## src/rtl/instr_fetch_unit_pkg.sv

```systemverilog
// ---------------------------------------------------------------------------
// instr_fetch_unit_pkg
//   Shared definitions for the instruction-fetch stage: request FSM state
//   encodings and instruction-word geometry constants.
// ---------------------------------------------------------------------------
package instr_fetch_unit_pkg;

  // Request FSM states (2-bit encoding).
  //   ST_IDLE : free to issue a request at fetch_pc
  //   ST_WAIT : one request outstanding, its response will be buffered
  //   ST_DROP : one request outstanding, its response will be discarded
  typedef enum logic [1:0] {
    ST_IDLE = 2'b00,
    ST_WAIT = 2'b01,
    ST_DROP = 2'b10
  } fetch_state_t;

  // Every instruction is one 32-bit word; fetch addresses are word aligned.
  localparam int unsigned INSTR_BYTES = 4;
  localparam int unsigned ALIGN_BITS  = 2;

endpackage : instr_fetch_unit_pkg

```

## src/rtl/instr_fetch_unit_fetch_fifo.sv

```systemverilog
// ---------------------------------------------------------------------------
// instr_fetch_unit_fetch_fifo
//   Small synchronous FIFO holding fetched {pc, instruction} pairs. The head
//   entry is presented from registered storage, so a word pushed in cycle N
//   is visible at the head in cycle N+1. A flush empties the FIFO on the
//   next clock edge and overrides any push/pop issued in the same cycle.
//
// Ports
//   clk        : rising-edge clock
//   rst        : synchronous reset, active low
//   flush      : discard all entries
//   push       : write push_data (caller guarantees a free slot)
//   push_data  : entry to write
//   pop        : consume the head entry (ignored while empty)
//   head_valid : FIFO is non-empty
//   head_data  : head entry, zero while empty
//   count      : number of stored entries (0..DEPTH)
// ---------------------------------------------------------------------------
module instr_fetch_unit_fetch_fifo #(
  parameter int WIDTH = 64,
  parameter int DEPTH = 4,
  localparam int PTR_W = $clog2(DEPTH),
  localparam int CNT_W = PTR_W + 1
) (
  input  logic             clk,
  input  logic             rst,
  input  logic             flush,
  input  logic             push,
  input  logic [WIDTH-1:0] push_data,
  input  logic             pop,
  output logic             head_valid,
  output logic [WIDTH-1:0] head_data,
  output logic [CNT_W-1:0] count
);

  logic [WIDTH-1:0] mem [DEPTH];
  logic [PTR_W-1:0] wr_ptr;
  logic [PTR_W-1:0] rd_ptr;
  logic             push_en;
  logic             pop_en;
  logic             full;

  assign full       = (count == CNT_W'(DEPTH));
  assign head_valid = (count != '0);
  assign push_en    = push && !flush && !full;
  assign pop_en     = pop && head_valid && !flush;

  // Head reads as zero while empty so the outputs are defined right after
  // reset even though the storage array itself is not reset.
  assign head_data  = head_valid ? mem[rd_ptr] : '0;

  // NOTE: all sequential state uses non-blocking assignments so every
  // register samples the pre-edge values of its neighbours.
  always_ff @(posedge clk) begin
    if (!rst) begin
      wr_ptr <= '0;
      rd_ptr <= '0;
      count  <= '0;
    end else if (flush) begin
      wr_ptr <= '0;
      rd_ptr <= '0;
      count  <= '0;
    end else begin
      // DEPTH is a power of two, so the pointers wrap naturally.
      if (push_en) wr_ptr <= wr_ptr + PTR_W'(1);
      if (pop_en)  rd_ptr <= rd_ptr + PTR_W'(1);
      unique case ({push_en, pop_en})
        2'b10:   count <= count + CNT_W'(1);
        2'b01:   count <= count - CNT_W'(1);
        default: count <= count;
      endcase
    end
  end

  // NOTE: the storage array has no reset; validity is tracked entirely by
  // count, which keeps the array mappable onto plain flops or LUT RAM.
  always_ff @(posedge clk) begin
    if (push_en) mem[wr_ptr] <= push_data;
  end

endmodule : instr_fetch_unit_fetch_fifo

```

## src/rtl/instr_fetch_unit.sv

```systemverilog
// ---------------------------------------------------------------------------
// instr_fetch_unit
//   Decoupled instruction-fetch stage. Owns the fetch PC, keeps at most one
//   request outstanding to a variable-latency instruction memory, buffers
//   returned words with their PCs in a small FIFO and hands them downstream
//   over a valid/ready handshake. A redirect flushes the buffer, discards
//   any in-flight response and restarts fetch at the new (word-aligned) PC.
//
// Ports
//   clk              : rising-edge clock
//   rst              : synchronous reset, active low
//   imem_req_valid   : request to instruction memory
//   imem_req_ready   : memory accepts the request this cycle
//   imem_req_addr    : word-aligned byte address of the request
//   imem_resp_valid  : response word present this cycle
//   imem_resp_data   : returned instruction word
//   instr_valid      : buffered instruction available
//   instr_ready      : downstream consumes the head this cycle
//   instr_data       : head instruction
//   instr_pc         : address of the head instruction
//   redirect_valid   : restart fetch (taken branch/jump)
//   redirect_pc      : new fetch address, bits [1:0] ignored
// ---------------------------------------------------------------------------
module instr_fetch_unit
  import instr_fetch_unit_pkg::*;
#(
  parameter int                   WORD_SIZE = 32,
  parameter int                   DEPTH     = 4,
  parameter logic [WORD_SIZE-1:0] RESET_PC  = '0
) (
  input  logic                 clk,
  input  logic                 rst,
  output logic                 imem_req_valid,
  input  logic                 imem_req_ready,
  output logic [WORD_SIZE-1:0] imem_req_addr,
  input  logic                 imem_resp_valid,
  input  logic [WORD_SIZE-1:0] imem_resp_data,
  output logic                 instr_valid,
  input  logic                 instr_ready,
  output logic [WORD_SIZE-1:0] instr_data,
  output logic [WORD_SIZE-1:0] instr_pc,
  input  logic                 redirect_valid,
  input  logic [WORD_SIZE-1:0] redirect_pc
);

  localparam int CNT_W = $clog2(DEPTH) + 1;

  fetch_state_t         state;
  logic [WORD_SIZE-1:0] fetch_pc;
  logic [WORD_SIZE-1:0] redirect_target;
  logic [WORD_SIZE-1:0] enq_pc;
  logic [CNT_W-1:0]     fifo_count;
  logic                 can_issue;
  logic                 req_fire;
  logic                 enq;
  logic                 deq;
  logic                 redirect_lsb_unused;

  // Low address bits of a redirect are dropped by design.
  assign redirect_lsb_unused = ^redirect_pc[ALIGN_BITS-1:0];
  assign redirect_target     = {redirect_pc[WORD_SIZE-1:ALIGN_BITS], ALIGN_BITS'(0)};

  // Only IDLE issues, so no request is outstanding when this guard is
  // evaluated; any response that follows is guaranteed a free FIFO slot.
  assign can_issue = (fifo_count < CNT_W'(DEPTH));

  // Request is held (address stable) until accepted; it drops without a
  // handshake only while in reset or during a redirect.
  assign imem_req_valid = rst && (state == ST_IDLE) && can_issue && !redirect_valid;
  assign imem_req_addr  = fetch_pc;
  assign req_fire       = imem_req_valid && imem_req_ready;

  // fetch_pc has already advanced past the outstanding request.
  assign enq_pc = fetch_pc - WORD_SIZE'(INSTR_BYTES);
  assign enq    = (state == ST_WAIT) && imem_resp_valid && !redirect_valid;
  assign deq    = instr_valid && instr_ready;

  // Request FSM and fetch PC. Redirect has priority over normal progress.
  always_ff @(posedge clk) begin
    if (!rst) begin
      state    <= ST_IDLE;
      fetch_pc <= RESET_PC;
    end else if (redirect_valid) begin
      fetch_pc <= redirect_target;
      // A request still in flight must have its response swallowed later.
      if ((state != ST_IDLE) && !imem_resp_valid) state <= ST_DROP;
      else                                         state <= ST_IDLE;
    end else begin
      unique case (state)
        ST_IDLE: begin
          if (req_fire) begin
            state    <= ST_WAIT;
            fetch_pc <= fetch_pc + WORD_SIZE'(INSTR_BYTES);
          end
        end
        ST_WAIT: if (imem_resp_valid) state <= ST_IDLE;
        ST_DROP: if (imem_resp_valid) state <= ST_IDLE;
        default: state <= ST_IDLE;
      endcase
    end
  end

  instr_fetch_unit_fetch_fifo #(
    .WIDTH (2 * WORD_SIZE),
    .DEPTH (DEPTH)
  ) u_fetch_fifo (
    .clk        (clk),
    .rst        (rst),
    .flush      (redirect_valid),
    .push       (enq),
    .push_data  ({enq_pc, imem_resp_data}),
    .pop        (deq),
    .head_valid (instr_valid),
    .head_data  ({instr_pc, instr_data}),
    .count      (fifo_count)
  );

endmodule : instr_fetch_unit

```

## config.mk

```make
export PLATFORM = sky130hd
export DESIGN_NAME = instr_fetch_unit
export DESIGN_NICKNAME = d
export VERILOG_FILES = /design/src/rtl/instr_fetch_unit_pkg.sv /design/src/rtl/instr_fetch_unit_fetch_fifo.sv /design/src/rtl/instr_fetch_unit.sv
export SDC_FILE = /design/constraint.sdc
export NUM_CORES = 1
export LEC_CHECK = 0
export CAP_MARGIN = 10
export CORE_MARGIN = 3
export CORE_UTILIZATION = 55
export CTS_CLUSTER_DIAMETER = 60
export DETAILED_ROUTE_END_ITERATION = 8
export GPL_ROUTABILITY_DRIVEN = 0
export PLACE_DENSITY_LB_ADDON = 0.2
export SYNTH_ARGS = -nofsm -noshare
export SYNTH_HDL_FRONTEND = slang
export SYNTH_SLANG_ARGS = --single-unit
```

## constraint.sdc

```tcl
create_clock -name clk -period 3.6 [get_ports clk]
set_clock_uncertainty 0.15 [all_clocks]
set_input_delay 0.36 -clock clk [delete_from_list [all_inputs] [get_ports clk]]
set_output_delay 0.36 -clock clk [all_outputs]
set_load 0.01 [all_outputs]
```

==> impl_metrics.env <==
export IMPL_grt_setup_unrepaired="false"
export IMPL_io_pins=168
export IMPL_cts_sinks=289
export IMPL_avgSynthCellArea_sq_um=15.88
export IMPL_grt_pass1_vias=7348
export IMPL_max_cap_violations=0
export IMPL_grt_start_max_net_pins=64
export IMPL_antenna_found_initial=0
export IMPL_vias=7130
export IMPL_async_flop_share_pct=0
export IMPL_grt_usage_pct=20.91
export IMPL_r2r_slack_ns=0.62
export IMPL_postCtsSetupRepairBufs=0
export IMPL_vdd_ir_drop_max_v=0.0003816
export IMPL_numCtsBuffers=28
export IMPL_hold_path_class="input pin to flip-flop"
export IMPL_drt_iter0_drc=514
export IMPL_port_buffers=161
export IMPL_critPathBufInv=2
export IMPL_worstSetupPathType="flip-flop to primary output"
export IMPL_cts_hold_buf=0
export IMPL_cts_buffer_depth=3
export IMPL_layout_drive_gt1_share_pct=15.02
export IMPL_seqCellArea_sq_um=8273
export IMPL_ys_warn_count=0
export IMPL_start_util_pct=56.95
export IMPL_syn_inst=768
export IMPL_dieArea_sq_um=24000
export IMPL_gr_total_overflow=0
export IMPL_yosysSeqAreaShare_pct=67.78
export IMPL_via_per_inst=5.811
export IMPL_setup_viol=0
export IMPL_antenna_cells=0
export IMPL_fillers=1377
export IMPL_cts_resized=0
export IMPL_worst_pin_slew_ns=0.7600
export IMPL_path_depth=4
export IMPL_synth_seq_cells=289
export IMPL_crit_path_end_kind="primary output"
export IMPL_min_path_cells=3
export IMPL_crit_family="buffers and inverters"
export IMPL_netlist_area_sq_um=12200
export IMPL_slew_violations=0
export IMPL_coreArea_sq_um=21420
export IMPL_dpl_hpwl_um=15890
export IMPL_h_tree_depth=1
export IMPL_hold_viol=0
export IMPL_synthFlopType="edfxtp_1"
export IMPL_num_rows=53
export IMPL_critical_path_required_ns=3.09
export IMPL_grt_use_met3_pct=3.505
export IMPL_grt_busiest_layer="met2"
export IMPL_syn2layout_area_growth_pct=24.55
export IMPL_first_pass_iters=5
export IMPL_drc=0
export IMPL_slew_headroom_pct=49.33
export IMPL_clk_pin_slew_worst_paths_ns=0.06
export IMPL_max_freq_mhz=302.0
export IMPL_cpMaxStageDelayCell="dfxtp_4"
export IMPL_synth_edff_count=248
export IMPL_path_max_fanout=24
export IMPL_fp_dieH_um=154.9
export IMPL_ys_types=51
export IMPL_met2_usage_pct=35.25
export IMPL_grt_pass1_wl_um=39700
export IMPL_wirelength_um=25050
export IMPL_multiInputGateArea_sq_um=3664
export IMPL_reg2reg_depth=7
export IMPL_p_per_area_nw_per_um2=479.1
export IMPL_tritoncts="built"
export IMPL_die_width_um=154.9
export IMPL_grtUsageMet1_pct=28.94
export IMPL_critPathMaxStageDelay_ns=0.68
export IMPL_crit_chain="buf_4, mux4_2, nor2b_1, clkdlybuf4s50_1"
export IMPL_timing_setup_tns_ns=0
export IMPL_avgRoutedWirePerCell_um=20.42
export IMPL_status="complete, no violations"
export IMPL_period_needed_ns=3.312
export IMPL_clockRootBuffer="clkbuf_16"
export IMPL_clk_latency_ns=0.55
export IMPL_finalCoreUtilization_pct=70.93
export IMPL_leakagePower_nw=4.858
export IMPL_cp_arrival_ns=2.80
export IMPL_ant_nets=0
export IMPL_min_period_over_period_pct=91.99
export IMPL_nets=1010
export IMPL_worstSetupStartpointType="flip-flop"
## metal layers
layer	wire, um	share of wire (%)
met1	10500	42
met5	0	0
met4	416	1.7
met3	1737	6.9
met2	12400	50
## stage by stage
stage | power [mW] | setup slack [ns] | instance area, sq um | std cells | hold slack, ns
2_1_floorplan | 3.998 | 0.3882 | 12210 | 771 | 0.3089
3_3_place_gp | 4.179 | 0.7777 | 14190 | 1175 | 0.3503
3_5_place_dp | 4.197 | 0.6542 | 14190 | 1175 | 0.3734
4_1_cts | 7.327 | 0.1913 | 15190 | 1227 | 0.2389
5_1_grt | 7.500 | 0.1116 | 15190 | 1227 | 0.2759
6_report | 7.278 | 0.2884 | 15190 | 1227 | 0.2568
## path summary, 6_finish.rpt
check / from / to
worst max-delay path: flip-flop / instr_data[13]
worst min-delay path: redirect_pc[29] / imem_req_addr[29]
worst max register to register: imem_req_addr[2] / u_fetch_fifo.mem[0][48]
worst min register to register: u_fetch_fifo.rd_ptr[1] / flip-flop
## flip-flops by register name (all words and copies together) (netlist names), named ones only
name and cells:
imem_req_addr 30, u_fetch_fifo.mem 248, u_fetch_fifo.count 3, u_fetch_fifo.rd_ptr 2, u_fetch_fifo.wr_ptr 2, state 2
## kinds of logic after synthesis
logic type                 after synthesis  synth area share (%)
DFF                                    289                 67.78
and+or+nand+nor                        221                 10.24
buffers and inverters                   67                 2.400
muxes                                   63                 11.53
AOI/OAI and AO/OA                       61                 2.852
xor gates and xnor gates                56                 4.083
adders and majority gates               10                 1.087
other                                    1               0.03074
## cell type report
cell class                 instances  area share (%)
sequential                       289           54.46
multi-input combinational        415           24.11
timing repair buffer             181           12.17
clock buffer                      30           4.661
tap                              275           2.265
clock inverter                    22           1.960
inverter                          15          0.3706
## synth_stat cells (3+ instances only)
| master | n | area [sq um] |
|---|---|---|
| nor3_1 | 17 | 85.08 |
| clkbuf_1 | 34 | 127.6 |
| nor2b_1 | 63 | 394.1 |
| nand2b_1 | 3 | 18.77 |
| buf_1 | 8 | 30.03 |
| nand3_1 | 15 | 75.07 |
| xor2_1 | 34 | 297.8 |
| o21ai_0 | 28 | 140.1 |
| a21oi_1 | 20 | 100.1 |
| nor4_1 | 10 | 62.56 |
| or4_1 | 5 | 37.54 |
| or3_1 | 6 | 37.54 |
| and3_1 | 3 | 18.77 |
| nor2_1 | 24 | 90.09 |
| ha_1 | 9 | 112.6 |
| nand4_1 | 14 | 87.58 |
| edfxtp_1 | 248 | 7447 |
| mux4_2 | 62 | 1396 |
| and4_1 | 3 | 26.28 |
| nor3b_1 | 4 | 30.03 |
| buf_2 | 3 | 15.01 |
| buf_4 | 4 | 30.03 |
| or2_2 | 3 | 18.77 |
| and2_1 | 8 | 50.05 |
| inv_1 | 15 | 56.30 |
| buf_6 | 3 | 33.78 |
| dfxtp_1 | 41 | 820.8 |
| xnor2_1 | 21 | 183.9 |
| nand2_1 | 33 | 123.9 |
## layout by cell type, fill, tap and decap left out, types with 3 or more instances in the layout
master / n
edfxtp_1: 248
clkdlybuf4s50_1: 161
nor2b_1: 63
mux4_2: 62
dfxtp_1: 39
xor2_1: 34
nand2_1: 33
o21ai_0: 28
clkbuf_16: 28
nor2_1: 24
xnor2_1: 21
a21oi_1: 20
nor3_1: 16
inv_1: 15
nand3_1: 15
nand4_1: 14
buf_4: 13
nor4_1: 10
ha_1: 9
clkinv_2: 8
bufinv_16: 7
buf_12: 7
or3_1: 6
or4_1: 5
nor3b_1: 4
and2_4: 4
and2_1: 4
conb_1: 4
nand2b_1: 3
or2_2: 3
and4_1: 3
and3_1: 3
clkinv_1: 3
## worst register-to-register path, stage by stage, from the launching register on
cell and delay, ns:
dfxtp_1 0.40, inv_1 0.18, ha_1 0.20, nor3b_1 0.38, nand2b_1 0.26, or2_2 0.37, or4_1 0.42, xnor2_1 0.38
## report_power, final
group / internal (mW) / switching [mW]
clock: 1.93 / 1.22
combinational: 0.189 / 0.191
sequential: 3.69 / 0.0594
total: 5.81 / 1.47
Note: power is estimated with default switching activity, not from simulation.
